<file path="src/rtl/instruction_fetch_pkg.sv">
// instruction_fetch_pkg: opcode constants, FSM state type and opcode legality
// shared by instruction fetch and instruction decode.
package instruction_fetch_pkg;

    localparam int OPC_W = 3;

    localparam logic [OPC_W-1:0] OPC_ADD  = 3'd0;
    localparam logic [OPC_W-1:0] OPC_ADDI = 3'd1;
    localparam logic [OPC_W-1:0] OPC_SW   = 3'd2;
    localparam logic [OPC_W-1:0] OPC_LW   = 3'd3;
    localparam logic [OPC_W-1:0] OPC_SLL  = 3'd4;

    typedef enum logic [1:0] {S_IDLE, S_FETCH, S_DRAIN, S_DONE} fetch_state_t;

    function automatic logic opcode_legal(input logic [OPC_W-1:0] op);
        return op <= OPC_SLL;
    endfunction

endpackage

</file>
<file path="src/rtl/instruction_fetch_if.sv">
// instruction_fetch_if: fetch-to-decode valid/ready instruction channel.
//   valid  : inst/opcode/pc hold an instruction
//   ready  : decode accepts this cycle (transfer = valid & ready)
//   inst   : instruction word
//   opcode : top OPC_W bits of inst
//   pc     : address inst was fetched from
// master = fetch side, slave = decode side.
interface instruction_fetch_if
    import instruction_fetch_pkg::*;
#(
    parameter int ADDR_W = 8,
    parameter int INST_W = 16
) ();
    logic              valid;
    logic              ready;
    logic [INST_W-1:0] inst;
    logic [OPC_W-1:0]  opcode;
    logic [ADDR_W-1:0] pc;

    modport master (output valid, inst, opcode, pc, input ready);
    modport slave  (input valid, inst, opcode, pc, output ready);
endinterface

</file>
<file path="src/rtl/instruction_fetch_fetch_queue.sv">
// fetch_queue: 2-entry FIFO of {pc, inst} between memory return and decode.
//   clk, rst_n : clock, async active-low reset
//   push/wdata : write tail
//   pop        : remove head (only while not empty)
//   rdata      : head entry
//   count      : occupancy 0..2
//   full/empty : occupancy flags
module fetch_queue #(
    parameter int W = 24
) (
    input  logic         clk,
    input  logic         rst_n,
    input  logic         push,
    input  logic [W-1:0] wdata,
    input  logic         pop,
    output logic [W-1:0] rdata,
    output logic [1:0]   count,
    output logic         full,
    output logic         empty
);
    logic [W-1:0] mem [2];
    logic         wp;
    logic         rp;

    always_ff @(posedge clk or negedge rst_n) begin
        if (!rst_n) begin
            wp    <= 1'b0;
            rp    <= 1'b0;
            count <= 2'd0;
        end else begin
            if (push) wp <= ~wp;
            if (pop) rp <= ~rp;
            count <= count + {1'b0, push} - {1'b0, pop};
        end
    end

    // Storage needs no reset; consumers gate the head with empty.
    always_ff @(posedge clk) begin
        if (push) mem[wp] <= wdata;
    end

    assign rdata = mem[rp];
    assign full  = count == 2'd2;
    assign empty = count == 2'd0;
endmodule

</file>
<file path="src/rtl/instruction_fetch.sv">
// instruction_fetch: walks a PC through a synchronous-read instruction memory,
// buffers returned words in a 2-entry queue and presents them to decode.
//   clk, rst_n  : clock, async active-low reset
//   start       : begin a run at PC 0 (only from IDLE or DONE)
//   imem_en     : memory read strobe
//   imem_addr   : memory read address
//   imem_rdata  : read data, valid one cycle after imem_en
//   id          : decode channel (master side)
//   busy        : run in progress
//   done        : all PROG_LEN instructions transferred
//   illegal     : sticky, an opcode outside the ISA has been presented
module instruction_fetch
    import instruction_fetch_pkg::*;
#(
    parameter int ADDR_W   = 8,
    parameter int INST_W   = 16,
    parameter int PROG_LEN = 16
) (
    input  logic               clk,
    input  logic               rst_n,
    input  logic               start,
    output logic               imem_en,
    output logic [ADDR_W-1:0]  imem_addr,
    input  logic [INST_W-1:0]  imem_rdata,
    instruction_fetch_if.master id,
    output logic               busy,
    output logic               done,
    output logic               illegal
);
    localparam int QW = ADDR_W + INST_W;
    localparam logic [ADDR_W-1:0] LAST_PC = ADDR_W'(PROG_LEN - 1);

    fetch_state_t      state, state_nx;
    logic [ADDR_W-1:0] pc;
    logic [ADDR_W-1:0] fl_pc;
    logic              in_flight;
    logic              illegal_q;
    logic              issue;
    logic              pop;
    logic              restart;
    logic              bad_now;
    logic              full;
    logic              empty;
    logic [1:0]        count;
    logic [QW-1:0]     head;

    assign pop     = id.valid & id.ready;
    assign restart = start & (state == S_IDLE || state == S_DONE);
    assign bad_now = id.valid & ~opcode_legal(id.opcode);

    always_comb begin
        state_nx = state;
        issue    = 1'b0;
        case (state)
            S_IDLE:  if (start) state_nx = S_FETCH;
            S_FETCH: begin
                // Room for one more word after this cycle's pop:
                // occupancy + in_flight + 1 - pop <= 2.
                issue = pop | (~full & ~(in_flight & ~empty));
                if (issue && pc == LAST_PC) state_nx = S_DRAIN;
            end
            // Finish as soon as the queue will be empty after this cycle.
            S_DRAIN: if (!in_flight && (empty || (count == 2'd1 && pop))) state_nx = S_DONE;
            S_DONE:  if (start) state_nx = S_FETCH;
            default: state_nx = S_IDLE;
        endcase
    end

    always_ff @(posedge clk or negedge rst_n) begin
        if (!rst_n) begin
            state     <= S_IDLE;
            pc        <= '0;
            fl_pc     <= '0;
            in_flight <= 1'b0;
            illegal_q <= 1'b0;
        end else begin
            state     <= state_nx;
            in_flight <= issue;
            if (issue) begin
                fl_pc <= pc;
                pc    <= pc + ADDR_W'(1);
            end
            if (restart) begin
                pc        <= '0;
                illegal_q <= 1'b0;
            end else if (bad_now) begin
                illegal_q <= 1'b1;
            end
        end
    end

    fetch_queue #(.W(QW)) u_queue (
        .clk   (clk),
        .rst_n (rst_n),
        .push  (in_flight),
        .wdata ({fl_pc, imem_rdata}),
        .pop   (pop),
        .rdata (head),
        .count (count),
        .full  (full),
        .empty (empty)
    );

    assign imem_en   = issue;
    assign imem_addr = issue ? pc : '0;
    assign id.valid  = ~empty;
    assign {id.pc, id.inst} = empty ? '0 : head;
    assign id.opcode = id.inst[INST_W-1 -: OPC_W];
    assign busy      = state == S_FETCH || state == S_DRAIN;
    assign done      = state == S_DONE;
    // Rises in the same cycle the illegal word is presented.
    assign illegal   = illegal_q | bad_now;
endmodule

</file>
<file path="src/flat_wrapper.sv">
// flat-port wrapper written by rule: the top's interface ports become plain ports
module instruction_fetch_flat import instruction_fetch_pkg::*;
#(
    parameter int ADDR_W   = 8,
    parameter int INST_W   = 16,
    parameter int PROG_LEN = 16
)
  (clk, rst_n, start, imem_en, imem_addr, imem_rdata, busy, done, illegal, id_valid, id_inst, id_opcode, id_pc, id_ready);
  instruction_fetch_if #(.ADDR_W(ADDR_W), .INST_W(INST_W)) id_i ();
  input  logic clk;
  input  logic rst_n;
  input  logic start;
  output logic imem_en;
  output logic [ADDR_W-1:0] imem_addr;
  input  logic [INST_W-1:0] imem_rdata;
  output logic busy;
  output logic done;
  output logic illegal;
  output wire logic [$bits(id_i.valid)-1:0] id_valid;
  output wire logic [$bits(id_i.inst)-1:0] id_inst;
  output wire logic [$bits(id_i.opcode)-1:0] id_opcode;
  output wire logic [$bits(id_i.pc)-1:0] id_pc;
  input wire logic [$bits(id_i.ready)-1:0] id_ready;
  assign id_valid = id_i.valid;
  assign id_inst = id_i.inst;
  assign id_opcode = id_i.opcode;
  assign id_pc = id_i.pc;
  assign id_i.ready = id_ready;
  instruction_fetch #(.ADDR_W(ADDR_W), .INST_W(INST_W), .PROG_LEN(PROG_LEN)) u_core (.clk(clk), .rst_n(rst_n), .start(start), .imem_en(imem_en), .imem_addr(imem_addr), .imem_rdata(imem_rdata), .id(id_i), .busy(busy), .done(done), .illegal(illegal));
endmodule
</file>
<file path="config.mk">
export PLATFORM = sky130hd
export DESIGN_NAME = instruction_fetch_flat
export DESIGN_NICKNAME = d
export VERILOG_FILES = /design/src/rtl/instruction_fetch_pkg.sv /design/src/rtl/instruction_fetch_if.sv /design/src/rtl/instruction_fetch_fetch_queue.sv /design/src/rtl/instruction_fetch.sv /design/src/flat_wrapper.sv
export SDC_FILE = /design/constraint.sdc
export NUM_CORES = 1
export LEC_CHECK = 0
export CAP_MARGIN = 20
export CORE_MARGIN = 3
export CORE_UTILIZATION = 28
export DETAILED_ROUTE_END_ITERATION = 7
export GPL_TIMING_DRIVEN = 0
export PLACE_DENSITY = 0.46
export SETUP_SLACK_MARGIN = 0.02
export SYNTH_ARGS = -nofsm -noshare
export SYNTH_HDL_FRONTEND = slang
export SYNTH_SLANG_ARGS = --single-unit
</file>
<file path="constraint.sdc">
create_clock -name clk -period 1.7 [get_ports clk]
set_input_delay 0.17 -clock clk [delete_from_list [all_inputs] [get_ports clk]]
set_output_delay 0.17 -clock clk [all_outputs]
set_load 0.02 [all_outputs]
</file>
==> qor.csv <==
stage,metric,value,unit
drt,Detailed Route Iter0 Violations,57,
synthesis,"count leader, synth",edfxtp_1,
place,dpl cell area,0.00387,mm²
drt,drt wl/cell,15.1,µm
worst_setup_path,CP Launch Type,register,
place,DP Worst Slack,-596,ps
synthesis,Synth top area share,0.475,
synthesis,Synth Register Bits,72,
clocking,CTS tree,built,
synthesis,largest cells by area after synthesis,"edfxtp_1, dfrtp_1, mux2i_1",
sta,worst clock skew,7.74,ps
worst_setup_path,kind of critical path,reg -> out,
sta,setup TNS,-778,ps
synthesis,post-synthesis mux area share,0.117,
sta,Fin. Hold Viols,0,
sta,setup repair after global routing missed its margin,yes,
hold_path,Worst Hold Class,in -> async,
grt,first-pass GRT wire length,10.7,mm
place,I/O Buffers,58,
synthesis,syn_area_per_cell,14.3,µm²
synthesis,Simple-Gate Fraction of Synth Area,0.0829,
layout,fin area,0.00476,mm²
grt,GR Util All Layers,0.117,
grt,initial antenna violation count,0,
worst_setup_path,cell repeated most along the worst path,buf_6,
power_and_ir_drop,pwr dens,1980,mW/mm²
place,HPWL Detailed,4.19,mm
drt,number of iterations in the first detailed-routing pass,4,
synthesis,Yosys top cell by area,edfxtp_1,
worst_setup_path,WP data arrival,1620,ps
clocking,Clock Sinks,72,
sta,Final min period,1790,ps
clocking,H-Tree Depth,3,
clocking,CTS root buf,clkbuf_8,
drt,drt drc,0,
synthesis,Ys Warns,0,
worst_setup_path,WP buf/inv,2,
grt,pin count of the biggest net entering global routing,20,
run_status,failing checks,setup timing,
worst_setup_path,Slowest cell on crit path,dfrtp_2,
synthesis,post-synth cell types,35,
power_and_ir_drop,Total Power,9.43,mW
sta,Slew @ Worst Pin,509,ps
synthesis,Mapped Area,0.00303,mm²
synthesis,Compound-Gate Fraction of Synth Area,0.0412,
run_status,status,finished with violations,
sta,Final WS setup,-87.5,ps
die,Die Footprint,0.0121,mm²
layout,layout cell share with drive strength beyond 1,0.479,
clocking,worst skew pair latency,330,ps
die,IO Pins,60,
worst_setup_path,Worst EP required,1530,ps
sta,post-route clock period utilization,1.05,
synthesis,Synth top cells by count,"edfxtp_1, nor2_1, mux2i_1",
clocking,cts bufs inserted,9,
die,row count,37,
drt,Via density,4.40,
layout,fill count,945,
die,Die Wd,110,µm
clocking,"buffers from clock root to sink, at most",2,
synthesis,largest family of logic cells by synthesized area,multiplexers,
synthesis,Main synth FF type,edfxtp_1,
sta,Fmax,0.559,GHz
sta,Max-slew headroom,0.661,
synthesis,"FFs w/ async S/R, synth",0.333,
worst_setup_path,Max stage delay on crit path,460,ps
sta,max-slew violations,0,
place,GP Congestion,0.694,
worst_setup_path,worst-path cell chain,mux2i_4 > o21a_4 > buf_6 > and2_4 > buf_6,
worst_setup_path,Top delay family on crit path,flip-flops,
layout,fin nets,336,
synthesis,syn nets,238,
clocking,hold bufs inserted after CTS,0,
synthesis,post-synthesis xor/xnor area fraction,0.0289,
clocking,clk slew on worst S/H paths,80,ps
layout,Syn-to-layout area delta,56.9,%
drt,Via Count,1986,
synthesis,number of flops mapped to enable cells by yosys,48,
die,Starting Density,0.291,
power_and_ir_drop,Leak,1.95,nW
grt,gr ovfl total,0,
die,core footprint,0.0104,mm²
sta,Final setup viols,11,
synthesis,Synth Area in Adders,0.0247,
grt,number of global-route vias before repair,2073,
worst_setup_path,CP max FO,5,
die,Die Span Y,110,µm
synthesis,post-synthesis sequential area ratio,0.673,
power_and_ir_drop,VDD IR max,763,µV
flow_run,max-cap violations,0,
layout,Ant. Diodes,0,
worst_setup_path,crit end category,output port,
drt,Routed WL,6.83,mm
drt,Antenna Nets Post-Route,0,
synthesis,post-synthesis cell count,212,
-- state kept, by name (all words and copies together) (netlist names) --
signal and cells:
u_core.u_queue.mem 48, u_core.fl_pc 8, u_core.pc 8, u_core.state 2
u_core.u_queue.count 2, u_core.illegal_q 1, u_core.in_flight 1, u_core.u_queue.rp 1
u_core.u_queue.wp 1
-- report_power, final --
| group | switching [mW] | internal (mW) | total (mW) |
|---|---|---|---|
| Sequential | 0.295 | 2.44 | 2.74 |
| Clock | 0.642 | 0.829 | 1.47 |
| Combinational | 2.48 | 2.75 | 5.22 |
| Total | 3.41 | 6.02 | 9.43 |
-- timing repair --
action,CTS,global route
setup buffers,24,4
pin swaps,2,12
cloned,2,1
gates resized for setup,245,74
setup endpoints to repair,51,63
-- logic make-up after synthesis --
group                    after synthesis
adder cells (fa/ha/maj)                6
buffers and inverters                 19
flip-flops                            72
AND/OR/NAND/NOR                       55
AO/OA/AOI/OAI                         16
multiplexers                          34
XOR/XNOR                              10
-- placed cells by master (no fill, tap or decap), types with 9 or more instances in the layout --
cell	n
clkbuf_8	9
nor2_1	21
clkdlybuf4s50_1	18
buf_6	30
nor2_4	10
dfrtp_1	22
mux2i_4	9
buf_4	26
mux2i_1	15
edfxtp_1	48
-- path summary, 6_finish.rpt --
path	start	endpoint	slack, ps	cells past startpoint
max in group asynchronous	rst_n	u_core.u_queue.count[1]	1130	2
worst min register to register	u_core.fl_pc[5]	u_core.u_queue.mem[0][21]	480	0
worst min-delay path	rst_n	u_core.pc[5]	130	1
worst max register to register	u_core.u_queue.count[1]	u_core.fl_pc[2]	30	7
min in group clk	imem_rdata[15]	u_core.u_queue.mem[1][15]	420	1
worst max-delay path	u_core.u_queue.count[0]	imem_addr[1]	-90	5
-- per-stage QoR --
step / util / hold slack (ps) / instances
6_report: 0.457 / 127 / 451
5_1_grt: 0.457 / 118 / 451
4_1_cts: 0.431 / 120 / 450
3_5_place_dp: 0.372 / 458 / 409
3_3_place_gp: 0.364 / 451 / 406
2_1_floorplan: - / -126 / 212
-- final cells by class --
cell class	count	area, µm²	area share
plain buffers	7	97.6	0.0205
multi-input cells	121	1230	0.257
repair buffers	92	973	0.204
inverters	7	31.3	0.00657
clock buffers	9	124	0.0260
well taps	136	170	0.0357
clock inverters	7	95.1	0.0200
flip-flops and latches	72	2040	0.429
-- metal layers --
metal  track usage  part of all wire  up-vias
met5             0                 0        -
met4        0.0317             0.011        0
met3        0.0396             0.062        8
met2         0.192              0.50       57
met1         0.147              0.43      964
li1              -                 -      957
No activity file was read; power rests on OpenSTA's default activity.
